`config.mk`:
```
export PLATFORM = sky130hd
export DESIGN_NAME = motor_speed_ctrl
export DESIGN_NICKNAME = d
export VERILOG_FILES = /design/src/rtl/motor_pkg.sv /design/src/rtl/motor_cmd_map.sv /design/src/rtl/motor_speed_ctrl.sv
export SDC_FILE = /design/constraint.sdc
export NUM_CORES = 1
export LEC_CHECK = 0
export ABC_AREA = 1
export CAP_MARGIN = 0
export CORE_ASPECT_RATIO = 1.1
export CORE_UTILIZATION = 40
export CTS_CLUSTER_SIZE = 8
export DETAILED_ROUTE_END_ITERATION = 6
export PLACE_DENSITY_LB_ADDON = 0.25
export SLEW_MARGIN = 20
export SYNTH_ARGS = -nofsm -noshare
export SYNTH_HDL_FRONTEND = slang
export SYNTH_HIERARCHICAL = 1
export SYNTH_SLANG_ARGS = --single-unit
```
`constraint.sdc`:
```
create_clock -name clk -period 4.2 [get_ports clk]
set_input_delay 0.63 -clock clk [delete_from_list [all_inputs] [get_ports clk]]
set_output_delay 0.63 -clock clk [all_outputs]
set_load 0.005 [all_outputs]
```
`src/rtl/motor_pkg.sv`:
```
// Shared types and constants for the motor speed command path.
package motor_pkg;

   // Command FSM states
   typedef enum logic [1:0] {
      IDLE     = 2'd0,
      RUN      = 2'd1,
      STOPPING = 2'd2,
      DEAD     = 2'd3
   } motor_state_t;

   // Bridge direction encoding
   localparam logic FWD = 1'b0;
   localparam logic REV = 1'b1;

endpackage

```
`src/rtl/motor_cmd_map.sv`:
```
// Pot sample to speed target mapping: optional 4-tap averaging, then
// mid-scale offset, deadband, scale to duty and saturate.
// Optional feature macro: MOTOR_CMD_FILTER_EN (adds the moving average stage,
// which costs one extra cycle of latency on tgt_valid_o).
module motor_cmd_map
   import motor_pkg::*;
#(
   parameter int ADC_W    = 12,
   parameter int DUTY_W   = 9,
   parameter int DUTY_MAX = 320,
   parameter int DEADBAND = 64
) (
`ifdef MOTOR_CMD_FILTER_EN
   input  logic              clk_i,
   input  logic              rst_n_i,
`endif
   input  logic              sample_valid_i,
   input  logic [ADC_W-1:0]  sample_i,
   output logic [DUTY_W-1:0] tgt_o,
   output logic              tdir_o,
   output logic              tgt_valid_o
);

   localparam int PROD_W = ADC_W + DUTY_W;
   localparam int MID    = 1 << (ADC_W - 1);
   localparam logic signed [ADC_W:0] MID_S = (ADC_W+1)'(MID);

   // Magnitude of the signed offset; -2^(ADC_W-1) maps to 2^(ADC_W-1), which still fits ADC_W bits
   function automatic logic [ADC_W-1:0] abs_mag(input logic signed [ADC_W:0] d);
      logic signed [ADC_W:0] a;
      a = d[ADC_W] ? -d : d;
      return a[ADC_W-1:0];
   endfunction

   // Deadband, scale to duty range and clamp at full scale
   function automatic logic [DUTY_W-1:0] scale_sat(input logic [ADC_W-1:0] mag);
      logic [ADC_W-1:0]  excess;
      logic [PROD_W-1:0] prod;
      logic [PROD_W-1:0] shifted;
      if (mag < ADC_W'(DEADBAND)) begin
         return '0;
      end
      excess  = mag - ADC_W'(DEADBAND);
      prod    = PROD_W'(excess) * PROD_W'(DUTY_MAX);
      shifted = prod >> (ADC_W - 1);
      if (shifted > PROD_W'(DUTY_MAX)) begin
         return DUTY_W'(DUTY_MAX);
      end
      return shifted[DUTY_W-1:0];
   endfunction

   logic [ADC_W-1:0]      map_sample;
   logic                  map_valid;
   logic signed [ADC_W:0] d;

`ifdef MOTOR_CMD_FILTER_EN
   logic [ADC_W-1:0] h0_q, h1_q, h2_q;
   logic [ADC_W-1:0] avg_p0_q;
   logic             vld_p0_q;
   logic [ADC_W+1:0] sum_p0;

   // Four-tap sum; two bits of growth make overflow impossible
   always_comb begin
      sum_p0 = (ADC_W+2)'(sample_i) + (ADC_W+2)'(h0_q) + (ADC_W+2)'(h1_q) + (ADC_W+2)'(h2_q);
   end

   // Stage p0: shift history and register the average on each new sample
   always_ff @(posedge clk_i or negedge rst_n_i) begin
      if (!rst_n_i) begin
         h0_q     <= ADC_W'(MID);
         h1_q     <= ADC_W'(MID);
         h2_q     <= ADC_W'(MID);
         avg_p0_q <= ADC_W'(MID);
         vld_p0_q <= 1'b0;
      end else begin
         vld_p0_q <= sample_valid_i;
         if (sample_valid_i) begin
            h0_q     <= sample_i;
            h1_q     <= h0_q;
            h2_q     <= h1_q;
            avg_p0_q <= sum_p0[ADC_W+1:2];
         end
      end
   end

   assign map_sample = avg_p0_q;
   assign map_valid  = vld_p0_q;
`else
   assign map_sample = sample_i;
   assign map_valid  = sample_valid_i;
`endif

   // Signed offset from mid-scale, direction from its sign, duty target from its magnitude
   always_comb begin
      d      = $signed({1'b0, map_sample}) - MID_S;
      tdir_o = d[ADC_W] ? REV : FWD;
      tgt_o  = scale_sat(abs_mag(d));
   end

   assign tgt_valid_o = map_valid;

endmodule

```
`src/rtl/motor_speed_ctrl.sv`:
```
// Motor speed command stage: maps pot samples to a signed speed, slew-limits
// duty, and sequences H-bridge direction changes through a zero-duty dead time.
// Optional feature macro: MOTOR_CMD_FILTER_EN (4-tap sample averaging in motor_cmd_map).
module motor_speed_ctrl
   import motor_pkg::*;
#(
   parameter int ADC_W      = 12,
   parameter int DUTY_W     = 9,
   parameter int DUTY_MAX   = 320,
   parameter int DEADBAND   = 64,
   parameter int RAMP_TICKS = 6000,
   parameter int RAMP_STEP  = 4,
   parameter int DEAD_TICKS = 12000
) (
   input  logic              clk,
   input  logic              rst_n,
   input  logic              sample_valid,
   input  logic [ADC_W-1:0]  sample,
   input  logic              enable,
   output logic [DUTY_W-1:0] duty,
   output logic              in1,
   output logic              in2,
   output logic              at_target
);

   localparam int TICK_W = (RAMP_TICKS > 1) ? $clog2(RAMP_TICKS) : 1;
   localparam int DEAD_W = (DEAD_TICKS > 1) ? $clog2(DEAD_TICKS) : 1;
   localparam logic [DUTY_W-1:0] STEP = DUTY_W'(RAMP_STEP);

   // Move cur toward goal by at most one ramp step, landing exactly on goal
   function automatic logic [DUTY_W-1:0] step_toward(input logic [DUTY_W-1:0] cur,
                                                     input logic [DUTY_W-1:0] goal);
      if (cur < goal) begin
         return ((goal - cur) > STEP) ? (cur + STEP) : goal;
      end
      return ((cur - goal) > STEP) ? (cur - STEP) : goal;
   endfunction

   logic [DUTY_W-1:0] map_tgt;
   logic              map_tdir;
   logic              map_valid;

   logic [DUTY_W-1:0] tgt_q;
   logic              tdir_q;
   logic [TICK_W-1:0] tick_q, tick_d;
   logic              step;
   motor_state_t      state_q, state_d;
   logic [DUTY_W-1:0] duty_q, duty_d;
   logic              dir_q, dir_d;
   logic [DEAD_W-1:0] dead_q, dead_d;

   motor_cmd_map #(
      .ADC_W    (ADC_W),
      .DUTY_W   (DUTY_W),
      .DUTY_MAX (DUTY_MAX),
      .DEADBAND (DEADBAND)
   ) u_map (
`ifdef MOTOR_CMD_FILTER_EN
      .clk_i          (clk),
      .rst_n_i        (rst_n),
`endif
      .sample_valid_i (sample_valid),
      .sample_i       (sample),
      .tgt_o          (map_tgt),
      .tdir_o         (map_tdir),
      .tgt_valid_o    (map_valid)
   );

   // Hold the latest mapped target until the next sample replaces it
   always_ff @(posedge clk or negedge rst_n) begin
      if (!rst_n) begin
         tgt_q  <= '0;
         tdir_q <= FWD;
      end else if (map_valid) begin
         tgt_q  <= map_tgt;
         tdir_q <= map_tdir;
      end
   end

   // Free-running ramp divider; a step fires on the wrap cycle
   always_comb begin
      step   = (tick_q == TICK_W'(RAMP_TICKS - 1));
      tick_d = step ? '0 : tick_q + 1'b1;
   end

   // Ramp divider register
   always_ff @(posedge clk or negedge rst_n) begin
      if (!rst_n) begin
         tick_q <= '0;
      end else begin
         tick_q <= tick_d;
      end
   end

   // FSM state register together with duty, latched direction and dead counter
   always_ff @(posedge clk or negedge rst_n) begin
      if (!rst_n) begin
         state_q <= IDLE;
         duty_q  <= '0;
         dir_q   <= FWD;
         dead_q  <= '0;
      end else begin
         state_q <= state_d;
         duty_q  <= duty_d;
         dir_q   <= dir_d;
         dead_q  <= dead_d;
      end
   end

   // Next-state logic; direction only ever changes while duty is zero
   always_comb begin
      state_d = state_q;
      duty_d  = duty_q;
      dir_d   = dir_q;
      dead_d  = dead_q;
      if (!enable) begin
         state_d = DEAD;
         duty_d  = '0;
         dead_d  = '0;
      end else begin
         case (state_q)
            IDLE: begin
               duty_d = '0;
               if (tgt_q != '0) begin
                  state_d = RUN;
                  dir_d   = tdir_q;
               end
            end
            RUN: begin
               if ((tgt_q != '0) && (tdir_q != dir_q)) begin
                  state_d = STOPPING;
               end else if ((tgt_q == '0) && (duty_q == '0)) begin
                  state_d = IDLE;
               end else if (step) begin
                  duty_d = step_toward(duty_q, tgt_q);
               end
            end
            STOPPING: begin
               if ((tgt_q != '0) && (tdir_q == dir_q)) begin
                  state_d = RUN;
               end else if (duty_q == '0) begin
                  state_d = DEAD;
                  dead_d  = '0;
               end else if (step) begin
                  duty_d = step_toward(duty_q, '0);
               end
            end
            DEAD: begin
               duty_d = '0;
               if (dead_q == DEAD_W'(DEAD_TICKS - 1)) begin
                  dead_d = '0;
                  if (tgt_q == '0) begin
                     state_d = IDLE;
                  end else begin
                     state_d = RUN;
                     dir_d   = tdir_q;
                  end
               end else begin
                  dead_d = dead_q + 1'b1;
               end
            end
            default: begin
               state_d = IDLE;
               duty_d  = '0;
            end
         endcase
      end
   end

   // Outputs: bridge driven only in RUN/STOPPING, never both legs at once
   always_comb begin
      in1       = 1'b0;
      in2       = 1'b0;
      duty      = duty_q;
      at_target = 1'b0;
      if ((state_q == RUN) || (state_q == STOPPING)) begin
         in1 = (dir_q == FWD);
         in2 = (dir_q == REV);
      end
      if ((state_q == IDLE) && (tgt_q == '0)) begin
         at_target = 1'b1;
      end
      if ((state_q == RUN) && (duty_q == tgt_q) && (dir_q == tdir_q)) begin
         at_target = 1'b1;
      end
   end

endmodule

```
# [Yosys cells after proc, flatten, opt, wreduce, memory -nomap -nowiden]
# Cells that the tools add are included.
[word_totals] reg_bits=49 wordCells=128
[classes] reduce_logical=17 eq_ne=24 multipliers=1 n_lt_le_gt_ge=8 addsub=10 mux=60 n_bitwise=1
[op_table] operator="9-bit 2-to-1 mux" n=19
[op_table] operator="14-bit 2-to-1 mux" n=4
[op_table] operator="9-bit by 3-bit > comparator with 1-bit output, second input constant" n=4
[op_table] operator="14-bit case mux with 2 select lines" n=1
[op_table] operator="3-bit inequality test, second input constant" n=9
[op_table] operator="9-bit case mux with 3 select lines" n=1
[op_table] operator="1-bit 2-to-1 mux" n=24
[op_table] operator="9-bit zero test" n=2
[op_table] operator="9-bit subtractor" n=2
[op_table] operator="12-bit by 3-bit multiplier with 15-bit output, second input constant" n=1
[op_table] operator="14-bit by 1-bit adder with 14-bit output, second input constant" n=1
[op_table] operator="14-bit == test, second input constant" n=1
[op_table] operator="2-bit 2-to-1 mux" n=7
[op_table] operator="13-bit by 1-bit adder with 13-bit output, second input constant" n=1
[op_table] operator="13-bit == test, second input constant" n=1
[op_table] operator="13-bit 2-to-1 mux" n=1
[op_table] operator="12-bit by 12-bit subtractor with 13-bit output, second input constant" n=1
[op_table] operator="12-bit by 7-bit < comparator with 1-bit output, second input constant" n=1
[op_table] operator="12-bit 2-to-1 mux" n=1
[op_table] operator="12-bit negation" n=1
[op_table] operator="12-bit by 7-bit subtractor with 12-bit output, second input constant" n=1
[op_table] operator="10-bit by 9-bit > comparator with 1-bit output, second input constant" n=1
[op_table] operator="9-bit by 3-bit adder with 9-bit output, second input constant" n=1
[op_table] operator="9-bit == test" n=1
[op_table] operator="other kinds (24)" n=34

# [Depth between registers and ports, before layout]
# Gate-level depths: netlist of the first run.
[logic_depth] depth_word=13 ltp_mapped=29

# [Hierarchy]
# Netlist of the first run, hierarchy kept.
[by_module_without_submodules] mod="motor_speed_ctrl" cells_each=627 seq_area_each_um2=1226.2 instances=1 area_each_um2=4279.1
[by_module_without_submodules] mod="motor_cmd_map" cells_each=200 seq_area_each_um2=0.0 instances=1 area_each_um2=1134.8

# [Worst setup path after synthesis of the first run]
# No wires, ideal clock.
[synth_timing] kind="input-to-reg" from="input port sample[0]" to="register tgt_q[0]" path_buffers=0 path_stages=28 arrival_ns=3.645 setup_time_ns=0.083 required_time_ns=4.117 path_slack_ns=0.473 cell_sequence="inv_2 -> ha_1 -> nand4_1 -> nand2_1 -> nand2_1 -> nand2_1 -> inv_1 -> ha_1 -> inv_1 -> nor2_2 -> nor2_1 -> inv_1 -> ha_1 -> ha_1 -> a21oi_1 -> o21a_1 -> nand2_1 -> nand2_1 -> nand2_2 -> a21oi_2 -> nand2_1 -> nand2_2 -> nand2_2 -> a21oi_4 -> nand2_4 -> nor2_2 -> nand2_1 -> o21ai_0"
[synth_between] elab_chain_cells=10 elab_cells_between_ends=13 cone_classes="add/sub (3); mul (1); order compare (2); mux (7)"
[synth_rtl] element="start, declared" line_no="motor_speed_ctrl.sv:18" text="input logic [ADC_W-1:0] sample,"
[synth_rtl] element="12-bit by 12-bit subtractor with 13-bit output *" line_no="motor_cmd_map.sv:95" text="d = $signed({1'b0, map_sample}) - MID_S;"
[synth_rtl] element="12-bit negation" line_no="motor_cmd_map.sv:31" text="a = d[ADC_W] ? -d : d;"
[synth_rtl] element="12-bit 2-to-1 mux *" line_no="motor_cmd_map.sv:31"
[synth_rtl] element="12-bit by 7-bit subtractor with 12-bit output" line_no="motor_cmd_map.sv:43" text="excess = mag - ADC_W'(DEADBAND);"
[synth_rtl] element="12-bit by 3-bit multiplier with 15-bit output" line_no="motor_cmd_map.sv:44" text="prod = PROD_W'(excess) * PROD_W'(DUTY_MAX);"
[synth_rtl] element="10-bit by 9-bit > comparator with 1-bit output" line_no="motor_cmd_map.sv:46" text="if (shifted > PROD_W'(DUTY_MAX)) begin"
[synth_rtl] element="1-bit 2-to-1 mux" line_no="motor_cmd_map.sv:46"
[synth_rtl] element="1-bit 2-to-1 mux" line_no="motor_cmd_map.sv:43"
[synth_rtl] element="9-bit 2-to-1 mux" line_no="motor_cmd_map.sv:49" text="return shifted[DUTY_W-1:0];"
[synth_rtl] element="9-bit 2-to-1 mux *" line_no="motor_cmd_map.sv:43"
[synth_rtl] element="named net map_tgt[0]" line_no="motor_speed_ctrl.sv:39" text="logic [DUTY_W-1:0] map_tgt;"
[synth_rtl] element="end signal, assigned" line_no="motor_speed_ctrl.sv:75" text="tgt_q <= map_tgt;"
[synth_rtl] element="end, declared" line_no="motor_speed_ctrl.sv:43" text="logic [DUTY_W-1:0] tgt_q;"
# Mark *: on every way through the listed nets, which the timed path passes. The rest lies on a longest branch. The select of a mux whose other input is x is not followed.
# A chain may end at the register's enable or synchronous reset.

# [Worst setup path after layout of the first run]
[layout_timing] from="input port sample[4]" to="register tgt_q[4]"
# The elaborated chain is that of the path after synthesis.

==> impl_metrics.ini, run 1 <==
[outcome]
status = finished, final reports clean

[finish]
final-instance-count-excl-fill = 1055
fin_nets = 954
diodes = 0
syn_to_final_growth_pct = 18.17
fillers = 1358
final_util = 0.4842
layout-drive-gt1-share = 0.1644
seq_area_um2 = 1226
multiInputGateArea_um2 = 3739

[pwr]
pwr-share-seq = 0.172
intPower_uw = 1813
comb_power_share = 0.721
power.share.clock = 0.107
power_uw = 3881
p_leak_uw = 0.003274
ir_drop_uv = 227.1
power.switching_uw = 2068
switching_share = 0.5328
powerDensity_nw_per_um2 = 606.7

[setup_path]
max_stage_delay_ns = 0.45
crit_type = in2reg
path_buf_inv = 5
critPathArrivalTime_ns = 4.05
r2r_start = duty[2]
cp_slowest_cell = clkdlybuf4s50_1
crit_path_start_kind = input port
critPathMaxFanout = 5
cp_common_cell = nand2_1
cp-end-kind = register
reg2regPathDepth = 15
r2r_setup_slack_ns = 1.45
r2r-end = duty[4]
required_ns = 4.40
critPathTopFamily = simple AND/OR/NAND/NOR gates

[clock_network]
cts_made_buffers = 5
cts_tree = built
path_clk_slew_ns = 0.07
h-tree-depth = 2
cts_num_sinks = 49
clock_path_buffers = 2
insertion_delay_ns = 0.29
postCtsHoldBufs = 0
root_buffer = clkbuf_16

[yosys]
yosysMostFrequentCell = nand2_1
synth_common_cells = nand2_1 (232), inv_1 (121), nand3_1 (67), nor2_1 (59), dfrtp_1 (49)
syn_inst = 827
syn_nets = 888
synth.avg_cell_area_um2 = 6.546
synthTopCellsByArea = dfrtp_1 (23%), nand2_1 (16%), ha_1 (10%)
synthFlopType = dfrtp_1
synthArstFlopShare = 1.000
synth_top_area_frac = 0.2265
yosysWarnings = 6
yosys_register_bits = 49
yosysUniqueCellTypes = 45
synth_edf_count = 0
synthesis.area_um2 = 5414
ys_seq_area_frac = 0.2265
synth_area_leader_cell = dfrtp_1

[global_route]
grt_start_max_net_pins = 50
grtUsageTotal = 0.1823
grt_pass1_vias = 4653
grt_overflow_total = 0
grt_pass1_wl_mm = 20.84
grt_antenna_before_repair = 0

[die]
die_x_um = 112.9
core_um2 = 13210
io_pins = 28
dieArea_um2 = 14010
start_util = 0.4098
die-height_um = 124.0
rows = 44

[routing]
wl_per_cell_um = 11.75
ant_nets = 0
via_count = 5247
drcViolationCount = 0
firstDrtPassIters = 6
vias_per_cell = 4.973
finalWirelength_mm = 12.40
drt_iter0_drc = 310

[place]
dp_hpwl_mm = 10.19
portBuffers = 27
dp.cells = 1045
gp_congestion = 0.9251

[sta]
timing.final.crit_period_ns = 3.849
setup-violations-final = 0
maxSlewHeadroom = 0.5874
slew_viol_final = 0
hold_viol_final = 0
period_share = 0.9164
skew_ns = 0.006581
tightest_slew_ns = 0.6189
fmax_ghz = 0.2598

[job]
cap_viol_max_count = 0

[worst_hold_path]
hold_path.class = in2async
## cells by family (layout without fill, tap and decap cells)
logic type               Yosys count  count (layout)  synth area share
AND/OR/NAND/NOR                  478             478            0.4266
adder cells (fa/ha/maj)           45              45            0.1054
XOR/XNOR                          21              21           0.03536
buffers and inverters            141             208            0.1035
flip-flops                        49              49            0.2265
AO/OA/AOI/OAI                     93              93            0.1026
## sequential cells by signal (all words and copies together), names as in the netlist
| signal | count |
|---|---|
| dead_q | 14 |
| tick_q | 13 |
| duty | 9 |
| tgt_q | 9 |
| state_q | 2 |
| dir_q | 1 |
| tdir_q | 1 |
## how the worst max path moves through the flow
stage,startpoint,to,slack [ns],cells past startpoint
after floorplan,sample[0],tgt_q[0],0.47,28
after global placement,sample[0],tgt_q[4],-0.11,28
after detailed placement,sample[0],tgt_q[4],-0.15,28
after CTS,sample[0],tgt_q[4],0.13,28
after global routing,sample[4],tgt_q[3],-0.03,28
final,sample[4],tgt_q[4],0.35,28
## what timing repair did
action	in CTS	in global routing
endpoints found under the setup margin	0	9
resized for setup	0	20
buffers inserted	0	2
## area by class of cell
cell class | count | area share
Multi-Input combinational cell | 637 | 0.5844
Tap cell | 161 | 0.03149
Clock inverter | 3 | 0.004498
Timing Repair Buffer | 69 | 0.09153
Clock buffer | 5 | 0.01956
Sequential cell | 49 | 0.1917
Inverter | 131 | 0.07686
## power groups by stage
stage               Sequential (uW)  Clock (uW)  Combinational (uW)
finish                          669         415                2800
global route                    680         454                3150
CTS                             666         431                2750
detailed placement              675           0                2750
global placement                676           0                2730
floorplan                       631           0                2130
## cell usage in the layout, fill, tap and decap left out, drive strengths merged, types with 39 or more instances in the layout
cell     n
nor2    80
inv    133
nand2  264
o21ai   39
ha      44
dfrtp   49
nand3   73
buf     43
a21oi   42
## routing by layer
metal  vias up  global-route usage  wire length, um
met5         -                   0                0
met4         0             0.04934              159
met3        14             0.01946              441
met2       108              0.3295             6055
met1      2331              0.2320             5738
li1       2794                   -                -
## through the flow
step	cell area [um2]	setup TNS, ns	worst slack [ns]	hold WS (ns)
2_1_floorplan	5414	0	0.4726	0.3344
3_3_place_gp	6112	-0.7651	-0.1077	0.4536
3_5_place_dp	6112	-1.154	-0.1539	0.4533
4_1_cts	6266	0	0.1325	0.4525
5_1_grt	6397	-0.08573	-0.03226	0.4765
6_report	6397	0	0.3513	0.4160
(Power assumes the default switching activity.)
==> run 2, diff against run 1 <==
Settings changed: CTS_CLUSTER_DIAMETER set to 60.
==> results of run 2 <==
The final DEF is identical to that of run 1; final timing and power are the same.
